[src/rtl/alu_issue_ctrl.sv]
// Round-robin issue controller sharing one integer ALU between requesters.
// Holds operands for ALU_LAT cycles and returns results over valid/ready.
module alu_issue_ctrl #(
  parameter int NUM_REQ = 2,
  parameter int ALU_LAT = 1
) (
  input  logic                 clk,
  input  logic                 rst_n,
  input  logic [NUM_REQ-1:0]   req_valid,
  output logic [NUM_REQ-1:0]   req_ready,
  input  logic [5*NUM_REQ-1:0] req_op,
  input  logic [32*NUM_REQ-1:0] req_a,
  input  logic [32*NUM_REQ-1:0] req_b,
  output logic [4:0]           alu_control,
  output logic [31:0]          alu_a,
  output logic [31:0]          alu_b,
  input  logic [31:0]          alu_result,
  input  logic [1:0]           alu_flags,
  output logic                 rsp_valid,
  input  logic                 rsp_ready,
  output logic [1:0]           rsp_id,
  output logic [31:0]          rsp_result,
  output logic [1:0]           rsp_flags,
  output logic                 rsp_err,
  output logic                 busy
);

  typedef enum logic [1:0] {IDLE, EXEC, RESP} state_t;

  localparam logic [4:0] OP_DIV = 5'b00011;
  localparam logic [4:0] OP_MOD = 5'b00100;
  localparam logic [4:0] OP_CMP = 5'b00101;
  localparam logic [4:0] OP_MAX = 5'b01100;

  state_t      state_q;
  logic [1:0]  last_q;
  logic [3:0]  cnt_q;
  logic [4:0]  ctl_q;
  logic [31:0] a_q;
  logic [31:0] b_q;
  logic [1:0]  id_q;
  logic [31:0] res_q;
  logic [1:0]  flg_q;
  logic        err_q;

  // Requester lanes padded to four so every index is exactly 2 bits wide.
  logic [4:0]  ops [4];
  logic [31:0] as  [4];
  logic [31:0] bs  [4];
  logic [3:0]  vld4;
  logic [3:0]  rdy4;

  for (genvar i = 0; i < 4; i++) begin : g_lane
    if (i < NUM_REQ) begin : g_on
      assign ops[i] = req_op[5*i +: 5];
      assign as[i]  = req_a[32*i +: 32];
      assign bs[i]  = req_b[32*i +: 32];
    end else begin : g_off
      assign ops[i] = '0;
      assign as[i]  = '0;
      assign bs[i]  = '0;
    end
  end

  assign vld4 = 4'(req_valid);

  logic [1:0]  gnt;
  logic        gnt_vld;
  logic [2:0]  sum;

  always_comb begin
    gnt     = '0;
    gnt_vld = 1'b0;
    sum     = '0;
    for (int k = NUM_REQ; k >= 1; k--) begin
      sum = {1'b0, last_q} + 3'(k);
      if (sum >= 3'(NUM_REQ)) sum = sum - 3'(NUM_REQ);
      if (vld4[sum[1:0]]) begin
        gnt     = sum[1:0];
        gnt_vld = 1'b1;
      end
    end
  end

  logic [4:0]  op_sel;
  logic [31:0] a_sel;
  logic [31:0] b_sel;
  logic        trap;

  assign op_sel = ops[gnt];
  assign a_sel  = as[gnt];
  assign b_sel  = bs[gnt];
  assign trap   = (((op_sel == OP_DIV) || (op_sel == OP_MOD))
                   && (b_sel == 32'd0)) || (op_sel > OP_MAX);

  assign rdy4 = ((state_q == IDLE) && gnt_vld) ? (4'b0001 << gnt) : 4'b0000;
  assign req_ready = rdy4[NUM_REQ-1:0];

  always_ff @(posedge clk or negedge rst_n) begin
    if (!rst_n) begin
      state_q <= IDLE;
      last_q  <= 2'(NUM_REQ - 1);
      cnt_q   <= '0;
      ctl_q   <= '0;
      a_q     <= '0;
      b_q     <= '0;
      id_q    <= '0;
      res_q   <= '0;
      flg_q   <= '0;
      err_q   <= 1'b0;
    end else begin
      unique case (state_q)
        IDLE: begin
          if (gnt_vld) begin
            id_q   <= gnt;
            last_q <= gnt;
            if (trap) begin
              res_q   <= '0;
              flg_q   <= '0;
              err_q   <= 1'b1;
              state_q <= RESP;
            end else begin
              ctl_q   <= op_sel;
              a_q     <= a_sel;
              b_q     <= b_sel;
              cnt_q   <= 4'(ALU_LAT);
              state_q <= EXEC;
            end
          end
        end
        EXEC: begin
          cnt_q <= cnt_q - 4'd1;
          if (cnt_q == 4'd1) begin
            res_q   <= alu_result;
            flg_q   <= (ctl_q == OP_CMP) ? alu_flags : 2'b00;
            err_q   <= 1'b0;
            state_q <= RESP;
          end
        end
        RESP: begin
          if (rsp_ready) state_q <= IDLE;
        end
        default: state_q <= IDLE;
      endcase
    end
  end

  assign alu_control = ctl_q;
  assign alu_a       = a_q;
  assign alu_b       = b_q;
  assign rsp_valid   = (state_q == RESP);
  assign rsp_id      = id_q;
  assign rsp_result  = res_q;
  assign rsp_flags   = flg_q;
  assign rsp_err     = err_q;
  assign busy        = (state_q != IDLE);

endmodule
[config.mk]
export PLATFORM = sky130hd
export DESIGN_NAME = alu_issue_ctrl
export DESIGN_NICKNAME = d
export VERILOG_FILES = /design/src/rtl/alu_issue_ctrl.sv
export SDC_FILE = /design/constraint.sdc
export NUM_CORES = 1
export LEC_CHECK = 0
export ABC_CLOCK_PERIOD_IN_PS = 2800
export CAP_MARGIN = 0
export CORE_UTILIZATION = 40
export CTS_BUF_LIST = sky130_fd_sc_hd__clkbuf_8
export DETAILED_ROUTE_END_ITERATION = 10
export PLACE_DENSITY = 0.82
export SLEW_MARGIN = 20
export SYNTH_ARGS = -nofsm -noshare
export SYNTH_HDL_FRONTEND = slang
export SYNTH_SLANG_ARGS = --single-unit
[constraint.sdc]
create_clock -name clk -period 2.8 [get_ports clk]
set_clock_uncertainty 0.2 [all_clocks]
set_input_delay 0.28 -clock clk [delete_from_list [all_inputs] [get_ports clk]]
set_output_delay 0.28 -clock clk [all_outputs]
set_load 0.02 [all_outputs]
==> metrics.csv, run 1 <==
metric;value;unit
Initial Util;0.416;
Hold EP;rsp_result[28];
Worst Setup Start Kind;flip-flop;
hold_sp;alu_result[28];
TritonRoute pass-1 iters;4;
# IOs;287;
status;completed;
reg2reg start;state_q[0];
max-cap violations;0;
H-tree depth;4;
Syn-to-layout area delta;64.1;%
crit-path max FO;73;
Via density;5.31;
Clock Tree Root;clkbuf_8;
DR WL/cell;17.0;microns
final setup vio count;0;
final worst path period share;0.911;
Post-Synthesis Cells;544;
Core ar.;0.0128;sq mm
register area share after synthesis;0.531;
top-count cell post-synth;dfrtp_1;
area leader, netlist;dfrtp_1;
DRC;0;
share of the synthesized area in the top cell type;0.526;
initial antenna violation count;0;
remaining global-route overflow;0;
Final Power;0.00853;W
Post-DRT Antenna Nets;0;
First DRT Iteration DRCs;247;
# diodes;0;
Worst EP arrival;2.68;ns
Commonest cells post-synth;dfrtp_1 (112), o21ai_0 (103), nand2_1 (73), o21ai_1 (71), mux2i_1 (70);
RSZ-0062 raised after global routing;false;
Clock Path Buffers;2;
number of global-route vias before repair;5411;
Post-Syn Nets;723;
Tot GR Track Use;0.253;
fin crit period;2.55;ns
Slew Limit Fails;0;
CTS tree;yes;
worst skew pair latency;0.41;ns
Setup Buffers After CTS;0;
HP Class;in2reg;
die width;117;microns
I/O Buffers;286;
worst slew pin tran;0.680;ns
DP HPWL;13000;microns
routed via count;5329;
Hold Fails Final Rpt;0;
P per Cell Area;975;mW/mm^2
DIE HEIGHT;117;microns
P_leak;3.75;nW
hold path depth;3;
Ys Warns;0;
synthesized flop and latch total;113;
maximum vdd drop;458;uV
proportion of layout cells with a drive suffix above 1;0.0673;
GPL Wtd Cong;0.929;
Synth Cell Area;0.00533;sq mm
CTS sink cnt;113;
mean area per synthesized cell;9.80;sq um
FF-to-FF setup slack;0.25;ns
final net count;999;
relative slew slack;0.547;
Worst Setup Path Type;reg2reg;
top cells by area, synth;dfrtp_1 (53%), mux2i_1 (13%), o21ai_0 (9.7%), o21ai_1 (6.7%), nand2_1 (5.1%);
row count;41;
critical path capture point type;flip-flop;
Post-synth EDFFs;0;
Final Core Density;0.682;
total die area;0.0138;sq mm
clock-pin slew on the worst setup and hold paths;0.06;ns
Distinct cells, synth;38;
CTS buffer count;17;
drt total wl;17000;microns
fmax;392;MHz
FFs w/ async S/R, synth;1.00;
Worst R2R End;alu_a[6];
R2R depth;6;
WP data required;2.93;ns
largest net degree at the start of global routing;74;
first-pass GRT wire length;27500;microns
Most used DFF post-synth;dfrtp_1;
## cell families after synthesis
logic type | Yosys count | synth area share
adder cells (fa/ha/maj) | 2 | 0.00470
multiplexers | 73 | 0.138
XOR/XNOR | 1 | 0.00164
AO/OA/AOI/OAI | 188 | 0.183
flip-flops | 113 | 0.531
buffers and inverters | 47 | 0.0371
AND/OR/NAND/NOR | 120 | 0.105
## cells in the final DEF (no fill, tap or decap), drive strengths merged, types with 2 or more instances in the layout
| master | instances |
|---|---|
| nor3b | 2 |
| clkdlybuf4s50 | 283 |
| a31oi | 2 |
| nand4 | 5 |
| nor2 | 4 |
| or2 | 5 |
| mux2 | 3 |
| clkinvlp | 3 |
| mux2i | 70 |
| ha | 2 |
| nand2 | 74 |
| clkbuf | 18 |
| buf | 14 |
| and2 | 4 |
| nor3 | 3 |
| nand2b | 2 |
| a21oi | 3 |
| clkinv | 7 |
| dfrtp | 112 |
| bufinv | 2 |
| inv | 5 |
| o21ai | 175 |
| a211o | 2 |
| a21o | 3 |
| nor2b | 3 |
| nor4 | 15 |
## per-stage QoR
step                      hold WS (ns)  instances  TNS (ns)  cell area (sq um)  worst slack (ns)
after global placement           0.133        972         0               8370            0.0392
after floorplan                 -0.216        544         0               5330             0.564
final                            0.214       1004         0               8750             0.248
after CTS                        0.183       1004         0               8740            0.0590
after detailed placement         0.145        972   -0.0512               8370           -0.0245
after global routing             0.201       1004         0               8750             0.132
## worst max-delay path by stage
stage                            start              to
after floorplan             state_q[0]    req_ready[0]
after global placement    req_valid[1]  alu_control[4]
after detailed placement  req_valid[1]  alu_control[4]
after CTS                    last_q[1]    req_ready[1]
after global routing        state_q[0]    req_ready[0]
final                       state_q[0]        alu_a[6]
## layer usage
metal	routed length [microns]	vias to the layer above	track usage
met1	6670	2537	0.286
met4	422	0	0.0917
met5	0	-	0
li1	-	2490	-
met2	8690	270	0.447
met3	1250	32	0.0783
## flip-flops by register name (all words and copies together), names as in the netlist
signal,count
rsp_result,32
last_q,2
alu_a,32
rsp_id,1
cnt_q,4
alu_control,5
rsp_err,1
alu_b,32
state_q,2
rsp_flags,2
## critical path, cell delays in order, from the launching register on
cell,delay [ns]
dfrtp_1,0.46
or2_2,0.35
or2_2,0.31
buf_4,0.31
or2_2,0.41
buf_4,0.23
o21ai_1,0.18
## area by class of cell
class	instances	area (sq um)
clock buffers	18	248
clock inverters	13	121
fillers	960	4080
inverters	4	15.0
multi-input cells	384	2310
flip-flops and latches	113	2830
well taps	172	215
repair buffers	300	3010
## power by group
part	total, W	leakage [nW]	internal [W]	switching [W]
Combinational	0.00427	2.11	0.00200	0.00227
Sequential	0.00282	1.45	0.00238	0.000448
Clock	0.00143	0.191	0.000792	0.000636
## repair_timing
| item | in CTS | in global routing |
|---|---|---|
| hold endpoints to repair | 50 | 0 |
| resized for setup | 1 | 1 |
| setup endpoints to repair | 1 | 1 |
| hold buffers | 1 | 0 |
Note: power is estimated with default switching activity, not from simulation.
==> run 2: changes to the inputs <==
CORE_UTILIZATION = 30   (was 40)
PLACE_DENSITY = unset   (was 0.82)
==> metrics.csv, run 2 (synthesis results as in run 1) <==
metric;value;unit;change
Worst Path Buf+Inv;1;;-1
worst skew pair latency;0.43;ns;+0.02 ns
Via density;4.93;;-7.2%
Tot GR Track Use;0.197;;-0.0558
max incr delay on CP;0.46;ns;about the same
H-tree depth;4;;unchanged
Slowest-stage cell, CP;dfrtp_1;;
I/O Buffers;286;;unchanged
# IOs;287;;unchanged
proportion of layout cells with a drive suffix above 1;0.0731;;+0.00575
CP delay by family, top;simple AND/OR/NAND/NOR gates;;
die width;135;microns;+15%
reg2reg start;state_q[0];;
FF-to-FF setup slack;0.34;ns;+0.09 ns
R2R depth;6;;unchanged
dpl cells;1027;;+5.7%
GPL Wtd Cong;0.860;;-7.4%
Placed Area;0.00847;sq mm;+1.3%
P_leak;3.75;nW;about the same
most frequent cells in the layout;clkdlybuf4s50_1 (284), dfrtp_1 (112), o21ai_0 (103);;
Worst Setup Start Kind;flip-flop;;
final setup vio count;0;;unchanged
P per Cell Area;968;mW/mm^2;-0.66%
Worst EP arrival;2.16;ns;-0.52 ns
most frequent CP cell;or2_2;;
first-pass GRT wire length;27700;microns;+0.65%
HP Class;in2async;;
Initial Util;0.308;;-0.107
First DRT Iteration DRCs;223;;-9.7%
maximum vdd drop;465;uV;+1.5%
Core ar.;0.0173;sq mm;+35%
Hold WS;0.188;ns;-0.0269 ns
post-route cell area;0.00886;sq mm;+1.3%
final worst path period share;0.942;;+0.0310
Finished Layout Cells;1061;;+5.7%
worst path cell trace;or2_2 -> or2_2 -> a21oi_1 -> dlygate4sd2_1;;
drt total wl;17700;microns;+4.0%
worst slew pin tran;0.605;ns;-0.0750 ns
most common cell after layout, fill and taps aside;clkdlybuf4s50_1;;
Syn-to-layout area delta;66.3;%;
WP data required;2.32;ns;-0.61 ns
CTS tree;yes;;
clock-pin slew on the worst setup and hold paths;0.07;ns;about the same
remaining global-route overflow;0;;unchanged
Clock Path Buffers;2;;unchanged
number of global-route vias before repair;5272;;-2.6%
Hold Fails Final Rpt;0;;unchanged
relative slew slack;0.597;;+0.0500
largest net degree at the start of global routing;48;;-35%
TritonRoute pass-1 iters;4;;unchanged
DRC;0;;unchanged
fin crit period;2.64;ns;+0.0869 ns
routed via count;5226;;-1.9%
initial antenna violation count;1;;+1
crit-path max FO;8;;-89%
Worst Setup Path Type;reg2out;;
row count;48;;+17%
fmax;379;MHz;-3.3%
CTS sink cnt;113;;unchanged
total die area;0.0183;sq mm;+33%
Post-DRT Antenna Nets;0;;unchanged
Worst R2R End;alu_control[4];;
DIE HEIGHT;135;microns;+15%
Clock Tree Root;clkbuf_8;;
RSZ-0062 raised after global routing;false;;
Slew Limit Fails;0;;unchanged
CTS buffer count;17;;unchanged
critical path capture point type;output port;;
Total Neg Setup Slack;0;ns;unchanged
final net count;1001;;+0.20%
DP HPWL;13600;microns;+4.7%
max-cap violations;0;;unchanged
status;completed;;
DR WL/cell;16.7;microns;-1.6%
[run 2: timing repair]
item                                    CTS  global route
setup buffers                             0             0
endpoints found under the setup margin    1             1
hold buffers                              1             0
hold endpoints to repair                 42             0
gates resized for setup                   1             1
[run 2: cell type report]
class                      count  area (sq um)
fill                        1606          8430
timing repair buffer         302          3040
sequential                   113          2830
multi-input combinational    384          2310
tap                          225           282
clock buffer                  18           248
clock inverter                14           129
inverter                       4          15.0
antenna                        1          2.50
[run 2: worst max-delay path by stage]
| stage | startpoint | endpoint | slack [ns] | cells past startpoint |
|---|---|---|---|---|
| after global routing | state_q[0] | req_ready[0] | 0.009 | 4 |
| after CTS | last_q[1] | req_ready[1] | 0.05 | 4 |
| after global placement | req_valid[1] | req_ready[0] | 0.10 | 7 |
| final | state_q[0] | req_ready[0] | 0.16 | 4 |
| after floorplan | state_q[0] | req_ready[0] | 0.56 | 5 |
| after detailed placement | req_valid[0] | alu_control[4] | 0.07 | 8 |
[run 2: through the flow]
step / util / total power, W / setup slack [ns]
3_3_place_gp: 0.490 / 0.00711 / 0.101
6_report: 0.512 / 0.00858 / 0.161
3_5_place_dp: 0.490 / 0.00719 / 0.0746
5_1_grt: 0.512 / 0.00913 / 0.00912
2_1_floorplan: - / 0.00489 / 0.564
4_1_cts: 0.512 / 0.00868 / 0.0477
[run 2: routing by layer]
metal / routed length (microns) / vias up / global-route usage
li1: - / 2493 / -
met5: 0 / - / 0
met4: 412 / 0 / 0.0749
met1: 7070 / 2488 / 0.231
met2: 8710 / 220 / 0.333
met3: 1510 / 25 / 0.0651
[run 2: where the power goes]
group	leakage, nW	internal [W]	total (W)	switching, W
Sequential	1.45	0.00237	0.00280	0.000427
Combinational	2.11	0.00203	0.00433	0.00230
Clock	0.187	0.000736	0.00146	0.000719
Total	3.75	0.00514	0.00858	0.00344
==> run 3: changes to the inputs <==
ABC_CLOCK_PERIOD_IN_PS = 2260   (was 2800)
GPL_ROUTABILITY_DRIVEN = 0   (was unset)
PLACE_DENSITY = 0.67   (was unset)
clock period = 2.26 ns   (was 2.8 ns; I/O delays follow)
==> metrics.csv, run 3 (synthesis results as in run 1) <==
metric;value;unit;change
H-tree depth;4;;unchanged
final net count;1040;;+3.9%
RSZ-0062 raised after global routing;true;;
# diodes;0;;-1
Slew Limit Fails;0;;unchanged
proportion of layout cells with a drive suffix above 1;0.130;;+0.0574
remaining global-route overflow;0;;unchanged
Worst Setup Start Kind;flip-flop;;
fin crit period;2.26;ns;
FF-to-FF setup slack;0.003;ns;-0.34 ns
worst slew pin tran;0.557;ns;-0.0478 ns
max-cap violations;0;;unchanged
PnR worst setup slack;0.00313;ns;-0.158 ns
Syn-to-layout area delta;74.6;%;
fmax;443;MHz;
maximum vdd drop;665;uV;+43%
# IOs;287;;unchanged
final worst path period share;0.999;;
worst skew pair latency;0.43;ns;about the same
TritonRoute pass-1 iters;5;;+1
P per Cell Area;1190;mW/mm^2;+23%
CTS buffer count;17;;unchanged
CTS tree;yes;;
die width;135;microns;unchanged
initial antenna violation count;0;;-1
I/O Buffers;286;;unchanged
total die area;0.0183;sq mm;unchanged
Initial Util;0.308;;unchanged
Tot GR Track Use;0.204;;+0.00705
Clock Path Buffers;2;;unchanged
P_leak;4.02;nW;+7.3%
final setup vio count;0;;unchanged
DIE HEIGHT;135;microns;unchanged
clock-pin slew on the worst setup and hold paths;0.08;ns;about the same
most frequent cells in the layout;clkdlybuf4s50_1 (281), dfrtp_1 (112), o21ai_1 (93);;
first-pass GRT wire length;28500;microns;+2.7%
Via density;4.88;;-0.85%
DP HPWL;13500;microns;-0.64%
post-route cell area;0.00930;sq mm;+5.0%
Placed Area;0.00873;sq mm;+3.1%
First DRT Iteration DRCs;215;;-3.6%
DRC;0;;unchanged
most common cell after layout, fill and taps aside;clkdlybuf4s50_1;;
routed via count;5367;;+2.7%
critical path capture point type;flip-flop;;
Placement Setup Slack;-0.422;ns;-0.496 ns
Core ar.;0.0173;sq mm;unchanged
DR WL/cell;17.0;microns;+1.8%
Clock Tree Root;clkbuf_8;;
row count;48;;unchanged
CTS sink cnt;113;;unchanged
Worst EP arrival;2.39;ns;+0.23 ns
drt total wl;18700;microns;+5.4%
hold path depth;3;;
status;completed;;
number of global-route vias before repair;5281;;+0.17%
Worst Setup Path Type;reg2reg;;
relative slew slack;0.629;;+0.0319
R2R depth;7;;+1
WP data required;2.39;ns;+0.07 ns
Hold Fails Final Rpt;0;;unchanged
Post-DRT Antenna Nets;0;;unchanged
crit-path max FO;22;;+14
HP Class;in2reg;;
largest net degree at the start of global routing;50;;+4.2%
==> run 3: report_power, final <==
group          internal [W]  total, W  leakage, nW  switching, W
combinational       0.00275   0.00572         2.38       0.00297
clock              0.000989   0.00191        0.197      0.000925
sequential          0.00294   0.00344         1.45      0.000500
==> run 3: layer usage <==
metal / global-route usage / wire length (microns)
met2: 0.337 / 9140
met4: 0.0699 / 328
met5: 0 / 0
met3: 0.0670 / 1490
met1: 0.250 / 7710
==> run 3: final cells by class <==
class                      count  area, sq um
inverter                       4         15.0
clock buffer                  17          234
sequential                   113         2830
timing repair buffer         341         3410
multi-input combinational    384         2380
fill                        1613         7990
clock inverter                15          160
tap                          225          282
==> run 3: critical path: stages, from the launching register on <==
cell	delay [ns]
dfrtp_1	0.40
o21ai_4	0.23
nand2_4	0.09
nor3b_1	0.14
a221o_2	0.43
or2_4	0.32
buf_12	0.18
and2_1	0.15
==> run 3: worst paths after layout <==
check	from	endpoint
min in group asynchronous	rst_n	alu_a[5]
worst max-delay path	last_q[1]	alu_control[4]
worst min register to register	rsp_id[0]	rsp_id[0]
worst max register to register	last_q[1]	alu_control[4]
max in group asynchronous	rst_n	rsp_result[29]
worst min-delay path	alu_result[14]	rsp_result[14]
==> run 3: timing repair <==
| item | 4_1_cts | 5_1_grt |
|---|---|---|
| hold buffers | 1 | 0 |
| buffers inserted | 0 | 3 |
| cloned | 0 | 3 |
| resized for setup | 12 | 51 |
| endpoints found under the hold margin | 39 | 0 |
| endpoints found under the setup margin | 77 | 62 |
| pin swaps | 1 | 2 |
==> run 3: through the flow <==
step           cells   util  power [W]  TNS (ns)  hold slack [ns]
4_1_cts         1093  0.529     0.0110  -0.00791            0.106
3_5_place_dp    1060  0.505    0.00901    -38.32           0.0628
6_report        1099  0.538     0.0111         0            0.121
3_3_place_gp    1060  0.505    0.00894    -34.67           0.0636
2_1_floorplan    544      -    0.00606         0           -0.270
5_1_grt         1099  0.538     0.0118     -2.00           0.0885
